**src/rtl/div_req_seq.sv**
```systemverilog
// Request sequencer in front of the Newton-Raphson divider core.
// Resolves RISC-V divide-by-zero and signed-overflow cases locally, launches
// the core for everything else, waits for completion under a timeout and
// returns one tagged response per request.
module div_req_seq #(
    parameter int unsigned WIDTH          = 32,
    parameter int unsigned TAG_W          = 5,
    parameter int unsigned TIMEOUT_CYCLES = 64
) (
    input  logic             clk_i,
    input  logic             rst_i,
    input  logic             req_valid_i,
    output logic             req_ready_o,
    input  logic [1:0]       req_op_i,
    input  logic [WIDTH-1:0] req_rs1_i,
    input  logic [WIDTH-1:0] req_rs2_i,
    input  logic [TAG_W-1:0] req_tag_i,
    output logic             core_start_o,
    output logic             core_unsigned_o,
    output logic             core_out_type_o,
    output logic [WIDTH-1:0] core_n_o,
    output logic [WIDTH-1:0] core_d_o,
    input  logic             core_ready_i,
    input  logic [WIDTH-1:0] core_q_i,
    input  logic [WIDTH-1:0] core_r_i,
    input  logic [1:0]       core_error_i,
    output logic             resp_valid_o,
    input  logic             resp_ready_i,
    output logic [WIDTH-1:0] resp_data_o,
    output logic [TAG_W-1:0] resp_tag_o,
    output logic [1:0]       resp_error_o
);

    localparam int unsigned CNT_W = (TIMEOUT_CYCLES > 2) ? $clog2(TIMEOUT_CYCLES) : 1;
    localparam logic [CNT_W-1:0] CNT_LAST = CNT_W'(TIMEOUT_CYCLES - 1);
    localparam logic [WIDTH-1:0] MIN_INT  = {1'b1, {(WIDTH-1){1'b0}}};

    localparam logic [1:0] ERR_OK      = 2'b00;
    localparam logic [1:0] ERR_DIV0    = 2'b01;
    localparam logic [1:0] ERR_TIMEOUT = 2'b10;
    localparam logic [1:0] ERR_FAULT   = 2'b11;

    typedef enum logic [1:0] {
        ST_IDLE   = 2'd0,
        ST_LAUNCH = 2'd1,
        ST_WAIT   = 2'd2,
        ST_RESP   = 2'd3
    } state_t;

    state_t             state_q, state_d;
    logic               unsigned_q, unsigned_d;
    logic               out_type_q, out_type_d;
    logic [WIDTH-1:0]   n_q, n_d;
    logic [WIDTH-1:0]   d_q, d_d;
    logic [TAG_W-1:0]   tag_q, tag_d;
    logic [WIDTH-1:0]   data_q, data_d;
    logic [1:0]         err_q, err_d;
    logic [CNT_W-1:0]   cnt_q, cnt_d;
    logic               req_ready_q, core_start_q, resp_valid_q;

    // Next-state, operand latching and result selection
    always_comb begin
        state_d    = state_q;
        unsigned_d = unsigned_q;
        out_type_d = out_type_q;
        n_d        = n_q;
        d_d        = d_q;
        tag_d      = tag_q;
        data_d     = data_q;
        err_d      = err_q;
        cnt_d      = cnt_q;

        case (state_q)
            ST_IDLE: begin
                if (req_valid_i) begin
                    unsigned_d = req_op_i[0];
                    out_type_d = ~req_op_i[1];
                    n_d        = req_rs1_i;
                    d_d        = req_rs2_i;
                    tag_d      = req_tag_i;
                    if (req_rs2_i == '0) begin
                        // x/0 = all ones, x%0 = x
                        data_d  = req_op_i[1] ? req_rs1_i : '1;
                        err_d   = ERR_DIV0;
                        state_d = ST_RESP;
                    end else if (!req_op_i[0] && req_rs1_i == MIN_INT && req_rs2_i == '1) begin
                        // Signed overflow: MIN/-1 = MIN, MIN%-1 = 0
                        data_d  = req_op_i[1] ? '0 : req_rs1_i;
                        err_d   = ERR_OK;
                        state_d = ST_RESP;
                    end else begin
                        state_d = ST_LAUNCH;
                    end
                end
            end
            ST_LAUNCH: begin
                cnt_d   = '0;
                state_d = ST_WAIT;
            end
            ST_WAIT: begin
                if (core_ready_i) begin
                    data_d  = out_type_q ? core_q_i : core_r_i;
                    err_d   = (core_error_i != 2'b00) ? ERR_FAULT : ERR_OK;
                    state_d = ST_RESP;
                end else if (cnt_q == CNT_LAST) begin
                    data_d  = '0;
                    err_d   = ERR_TIMEOUT;
                    state_d = ST_RESP;
                end else begin
                    cnt_d = cnt_q + CNT_W'(1);
                end
            end
            ST_RESP: begin
                if (resp_ready_i) state_d = ST_IDLE;
            end
            default: state_d = ST_IDLE;
        endcase
    end

    // State and datapath registers with synchronous reset
    always_ff @(posedge clk_i) begin
        if (rst_i) begin
            state_q      <= ST_IDLE;
            unsigned_q   <= 1'b0;
            out_type_q   <= 1'b0;
            n_q          <= '0;
            d_q          <= '0;
            tag_q        <= '0;
            data_q       <= '0;
            err_q        <= 2'b00;
            cnt_q        <= '0;
            req_ready_q  <= 1'b1;
            core_start_q <= 1'b0;
            resp_valid_q <= 1'b0;
        end else begin
            state_q      <= state_d;
            unsigned_q   <= unsigned_d;
            out_type_q   <= out_type_d;
            n_q          <= n_d;
            d_q          <= d_d;
            tag_q        <= tag_d;
            data_q       <= data_d;
            err_q        <= err_d;
            cnt_q        <= cnt_d;
            req_ready_q  <= (state_d == ST_IDLE);
            core_start_q <= (state_d == ST_LAUNCH);
            resp_valid_q <= (state_d == ST_RESP);
        end
    end

    assign req_ready_o     = req_ready_q;
    assign core_start_o    = core_start_q;
    assign core_unsigned_o = unsigned_q;
    assign core_out_type_o = out_type_q;
    assign core_n_o        = n_q;
    assign core_d_o        = d_q;
    assign resp_valid_o    = resp_valid_q;
    assign resp_data_o     = data_q;
    assign resp_tag_o      = tag_q;
    assign resp_error_o    = err_q;

endmodule

```
**config.mk**
```make
export PLATFORM = sky130hd
export DESIGN_NAME = div_req_seq
export DESIGN_NICKNAME = d
export VERILOG_FILES = /design/src/rtl/div_req_seq.sv
export SDC_FILE = /design/constraint.sdc
export NUM_CORES = 1
export LEC_CHECK = 0
export CORE_MARGIN = 2
export CORE_UTILIZATION = 40
export CTS_BUF_LIST = sky130_fd_sc_hd__clkbuf_4
export DETAILED_ROUTE_END_ITERATION = 6
export PLACE_DENSITY = 0.83
export SYNTH_ARGS = -nofsm -noshare
export SYNTH_HDL_FRONTEND = slang
export SYNTH_SLANG_ARGS = --single-unit
```
**constraint.sdc**
```tcl
create_clock -name clk_i -period 2.66 [get_ports clk_i]
set_input_delay 0.532 -clock clk_i [delete_from_list [all_inputs] [get_ports clk_i]]
set_output_delay 0.532 -clock clk_i [all_outputs]
set_load 0.02 [all_outputs]
```
==> results of run 1 <==
[worst min path at each step]
stage	startpoint	end	slack [ns]	depth (start not counted)
after global placement	core_d_o[31]	core_d_o[31]	0.44	2
final	core_n_o[28]	core_n_o[28]	0.46	2
after floorplan	cnt_q[2]	cnt_q[2]	0.47	2
after global routing	core_d_o[2]	core_d_o[2]	0.48	2
after detailed placement	core_n_o[20]	core_n_o[20]	0.45	2
after CTS	core_n_o[28]	core_n_o[28]	0.46	2
[area by class of cell]
type,instances,area [sq um],area share (%)
clock buffer,17,127.6,1.524
clock inverter,15,163.9,1.958
multi-input combinational,432,2562,30.61
sequential,116,2323,27.75
inverter,35,131.4,1.569
tap,172,215.2,2.571
timing repair buffer,285,2848,34.02
[power groups by stage]
stage               combinational [mW]  clock (mW)  sequential (mW)
global route                      1.28        1.44             1.95
CTS                               1.20        1.37             1.93
finish                            1.20        1.34             1.93
global placement                  1.19           0             1.96
detailed placement                1.20           0             1.97
floorplan                        0.432           0             2.10
[per-stage QoR]
step                hold slack, ns  power [mW]  TNS (ns)
detailed placement          0.4454       3.169    -12.78
CTS                         0.4597       4.503         0
finish                      0.4578       4.470         0
global route                0.4776       4.672         0
floorplan                   0.4664       2.528         0
global placement            0.4405       3.150    -11.76
[per-layer routing]
metal,vias up,wire length [um],track usage [%],share of wire (%)
li1,2711,-,-,-
met1,2566,7151,29.91,40
met2,241,8931,42.99,49
met3,42,1480,8.818,8.2
met4,0,510,10.54,2.8
met5,-,0,0,0
[registers in the layout, indices dropped and copies added (netlist names)]
register and count:
cnt_q 6, core_out_type_o 1, core_d_o 32, resp_data_o 32, resp_error_o 2, core_unsigned_o 1
core_n_o 32, req_ready_o 1, state_q 2, core_start_o 1, resp_tag_o 5, resp_valid_o 1
[cell families after synthesis]
kind of cell / share of synthesized area, %
simple gates: 20.12
compound gates: 21.85
flops: 44.62
buf+inv: 6.490
mux: 6.346
xor+xnor: 0.3366
fa+ha+maj: 0.2403
[critical path, stage by stage]
cell and delay [ns]:
clkdlybuf4s50_1 0.56, or4b_1 0.56, nor4_1 0.33, nand4_1 0.17
nor2_2 0.22, o31ai_4 0.13, buf_12 0.22, a221oi_2 0.27
[repair_timing]
item	in CTS	in global routing
setup endpoints to repair	0	1
setup buffers	0	0
hold buffers	0	0
gates resized for setup	0	1
[cell usage in the layout (no fill, tap or decap), types with 2 or more instances in the layout]
master           Yosys  final
clkdlybuf4s50_1      0    248
nand2_1            148    147
dfxtp_1            116    115
a21oi_1            106    106
nor2_1              43     43
inv_1               35     35
mux2i_1             33     33
a221oi_2            30     30
buf_4                3     30
clkbuf_4             0     17
nor4_1              14     14
nand4_1             10     10
nor3_1               7      7
buf_12               0      7
o21ai_0              6      6
clkinv_2             0      5
or4_1                3      3
nor2b_1              3      3
bufinv_16            0      3
nand4b_1             2      2
nand3_1              2      2
a221oi_1             2      2
and3_1               2      2
xor2_1               2      2
a211oi_1             2      2
clkinv_4             0      2
clkinv_1             0      2
clkinvlp_4           0      2
==> impl_metrics.ini, run 1 <==
[outcome]
outcome = finished clean

[power_and_ir_drop]
cellInternalPower_mw = 3.091
power_density_nw_per_um2 = 534.0
ir_worst_vdd_mv = 0.3437
p_sw_mw = 1.379
switching_share_pct = 30.84
p_clk_share_pct = 29.9
p_seq_share_pct = 43.2
p_leak_nw = 2.942
pwr-share-comb_pct = 26.9

[setup_path]
r2r_start = state_q[1]
end_kind = register
r2r_slack_ns = 0.64
crit_type = in -> reg
crit_start = req_rs2_i[27]
worstPathArrival_ns = 2.99
startpoint_type = primary input
crit_required_ns = 3.11
r2r-end = resp_data_o[3]
reg2regPathDepth = 5
crit_fanout = 21
setup.worst_path.end = resp_data_o[3]

[die]
core.rowCount = 41
die_w_um = 118.1
start_util_pct = 41.08
io_pins = 250
fp.dieArea_sq_um = 13940
die_h_um = 118.1
core-area_sq_um = 12670

[synth]
synth_top_cell_area_share_pct = 44.62
synth_cell_types = 39
yosys_warnings = 0
post-synth-top-count-cell = nand2_1
synth_edf_count = 0
synth_cells = 629
async_reset_ff_share_pct = 0
ys_ff_latch = 116
synth_common_cells = nand2_1, dfxtp_1, a21oi_1
yosys.area.top_type = dfxtp_1
synth.area.top_cells = dfxtp_1, nand2_1, a21oi_1
yosysSeqAreaShare_pct = 44.62
ys.flop_type = dfxtp_1
synth_area_per_cell_sq_um = 8.275
netlist_area_sq_um = 5205
syn-num-nets = 772

[placement]
placed_cells = 1040
hpwlAfterDp_um = 13480
port_buffers = 249
dp_slack_ns = -0.4053
place_area_sq_um = 8075
gp_congestion = 0.8791

[sta]
finalCritPeriodShare_pct = 95.52
fin_skew_ns = 0.01442
setup_viol = 0
setup_ws_ns = 0.1191
worst_pin_slew_ns = 0.8478
min_period_ns = 2.541
hold_violations = 0
fmax_mhz = 393.6
slew_violations = 0
rsz0062_at_grt = false
relSlewSlack_pct = 43.48

[route]
via_per_inst = 5.187
drtIter0Drc = 390
routedWlPerCell_um = 16.86
first_pass_iters = 5
antenna_left = 0
vias = 5560
drt-total-wl_um = 18070
drcViolationCount = 0

[cells_and_area]
fillers = 1086
fin_nets = 1030
post-route-util_pct = 66.07
drive_above_1_share_pct = 11.78
area_delta_synth_final_pct = 60.84
fin_area_sq_um = 8372
num_antenna_cells = 0
final_cells = 1072

[grt]
grt_max_degree = 72
grt_pass1_wl_um = 28030
first_global_vias = 5358
grt-ovfl-total = 0
antenna_found_initial = 0
grt_usage_pct = 25.69

[job]
maxCapViolCount = 0

[clock_tree]
clk_path_buf_depth = 2
cts_buffers = 17
clkSinkCount = 116
clock_latency_ns = 0.54
cts_root_buf = clkbuf_4
htree_num_levels = 4
clk_pin_slew_ns = 0.10
cts_tree = yes

[worst_hold_path]
holdCritPathClass = reg -> reg
(Power assumes the default switching activity.)
==> run 2, diff against run 1 <==
--- a/config.mk
+++ b/config.mk
@@ -7,8 +7,9 @@
 export LEC_CHECK = 0
 export CORE_MARGIN = 2
 export CORE_UTILIZATION = 40
-export CTS_BUF_LIST = sky130_fd_sc_hd__clkbuf_4
+export CTS_BUF_LIST = sky130_fd_sc_hd__clkbuf_8
 export DETAILED_ROUTE_END_ITERATION = 6
+export GPL_TIMING_DRIVEN = 1
 export PLACE_DENSITY = 0.83
 export SYNTH_ARGS = -nofsm -noshare
 export SYNTH_HDL_FRONTEND = slang
==> impl_metrics.ini, run 2 (same netlist as run 1, synthesis figures left out) <==
[outcome]
outcome = finished clean

[placement]
gp_congestion = 0.8791
placed_cells = 1040
hpwlAfterDp_um = 13480
place_area_sq_um = 8075
port_buffers = 249

[clock_tree]
clk_pin_slew_ns = 0.07
cts_root_buf = clkbuf_8
clock_latency_ns = 0.44
cts_buffers = 17
cts_tree = yes
holdBufCountCts = 0
htree_num_levels = 4
clkSinkCount = 116
clk_path_buf_depth = 2

[grt]
grt_max_degree = 72
antenna_found_initial = 0
first_global_vias = 5436
grt_pass1_wl_um = 28300
grt-ovfl-total = 0
use_met2_pct = 43.64
grtUsageMet1_pct = 29.93
grt_use_met3_pct = 9.012
grt_usage_pct = 25.83
top_usage_layer = met2

[route]
drtIter0Drc = 414
first_pass_iters = 4
routedWlPerCell_um = 17.06
antenna_left = 0
drt-total-wl_um = 18300
vias = 5565
drcViolationCount = 0
via_per_inst = 5.186

[power_and_ir_drop]
finalPower_mw = 4.850
p_leak_nw = 3.003
ir_worst_vdd_mv = 0.3806
power_density_nw_per_um2 = 569.2

[sta]
hold_violations = 0
slew_violations = 0
relSlewSlack_pct = 43.35
worst_pin_slew_ns = 0.8498
setup_viol = 0
fin_setup_tns_ns = 0
finalCritPeriodShare_pct = 95.89
fmax_mhz = 392.1
fin_skew_ns = 0.01062
min_period_ns = 2.551

[setup_path]
worstPathArrival_ns = 2.89
crit_type = in -> reg
startpoint_type = primary input
end_kind = register
crit_required_ns = 3.00
crit_fanout = 21

[cells_and_area]
fillers = 1063
drive_above_1_share_pct = 12.32
fin_nets = 1031
final_cell_mix = clkdlybuf4s50_1, nand2_1, dfxtp_1, a21oi_1, nor2_1
final_common_cell = clkdlybuf4s50_1
area_delta_synth_final_pct = 63.70
post-route-util_pct = 67.25
num_antenna_cells = 0
fin_area_sq_um = 8521
final_cells = 1073

[die]
core.rowCount = 41
die_h_um = 118.1
fp.dieArea_sq_um = 13940
die_w_um = 118.1
io_pins = 250
start_util_pct = 41.08
core-area_sq_um = 12670

[job]
maxCapViolCount = 0

[worst_hold_path]
holdCritPathClass = reg -> reg
[run 2: stage by stage]
step                      hold WS (ns)  worst slack (ns)
after floorplan                 0.4664            0.3886
after global placement          0.4405           -0.3744
after detailed placement        0.4454           -0.4053
after CTS                       0.4547           0.06939
after global routing            0.4721          -0.01424
final                           0.4534            0.1095
[run 2: repair_timing]
item                                    4_1_cts  5_1_grt
resized for setup                             0        4
setup buffers                                 0        1
endpoints found under the setup margin        0       33
[run 2: layer usage]
metal	vias up	wire, um
met2	234	9089
met1	2586	7249
met5	-	0
li1	2702	-
met4	0	446
met3	43	1516
[run 2: power by group]
part           internal (mW)  leakage, nW  switching [mW]  total (mW)
clock                  0.973        0.212           0.740        1.71
sequential              1.86        0.949          0.0729        1.93
combinational          0.594         1.84           0.612        1.21
total                   3.42         3.00            1.43        4.85
[run 2: final timing paths]
kind                            cells past startpoint     startpoint  slack [ns]             end
worst max register to register                      5     state_q[1]        0.62  resp_data_o[8]
worst max-delay path                                8  req_rs2_i[27]        0.11  resp_data_o[8]
worst min-delay path                                2    core_d_o[3]        0.45     core_d_o[3]
worst min register to register                      2    core_d_o[3]        0.45     core_d_o[3]
[run 2: area by class of cell]
type                            count  area, sq um  share of cell area, %
Clock buffer                       19        261.5                  3.069
Clock inverter                     13        156.4                  1.836
Inverter                           35        131.4                  1.542
Multi-Input combinational cell    432         2577                  30.25
Sequential cell                   116         2323                  27.27
Tap cell                          172        215.2                  2.526
Timing Repair Buffer              286         2855                  33.51
[run 2: worst max-delay path, cell delays in order]
cell             delay, ns
clkdlybuf4s50_1       0.55
or4b_4                0.53
nor4_2                0.29
nand4_1               0.20
nor2_4                0.18
o31ai_4               0.12
buf_12                0.22
a221oi_2              0.27
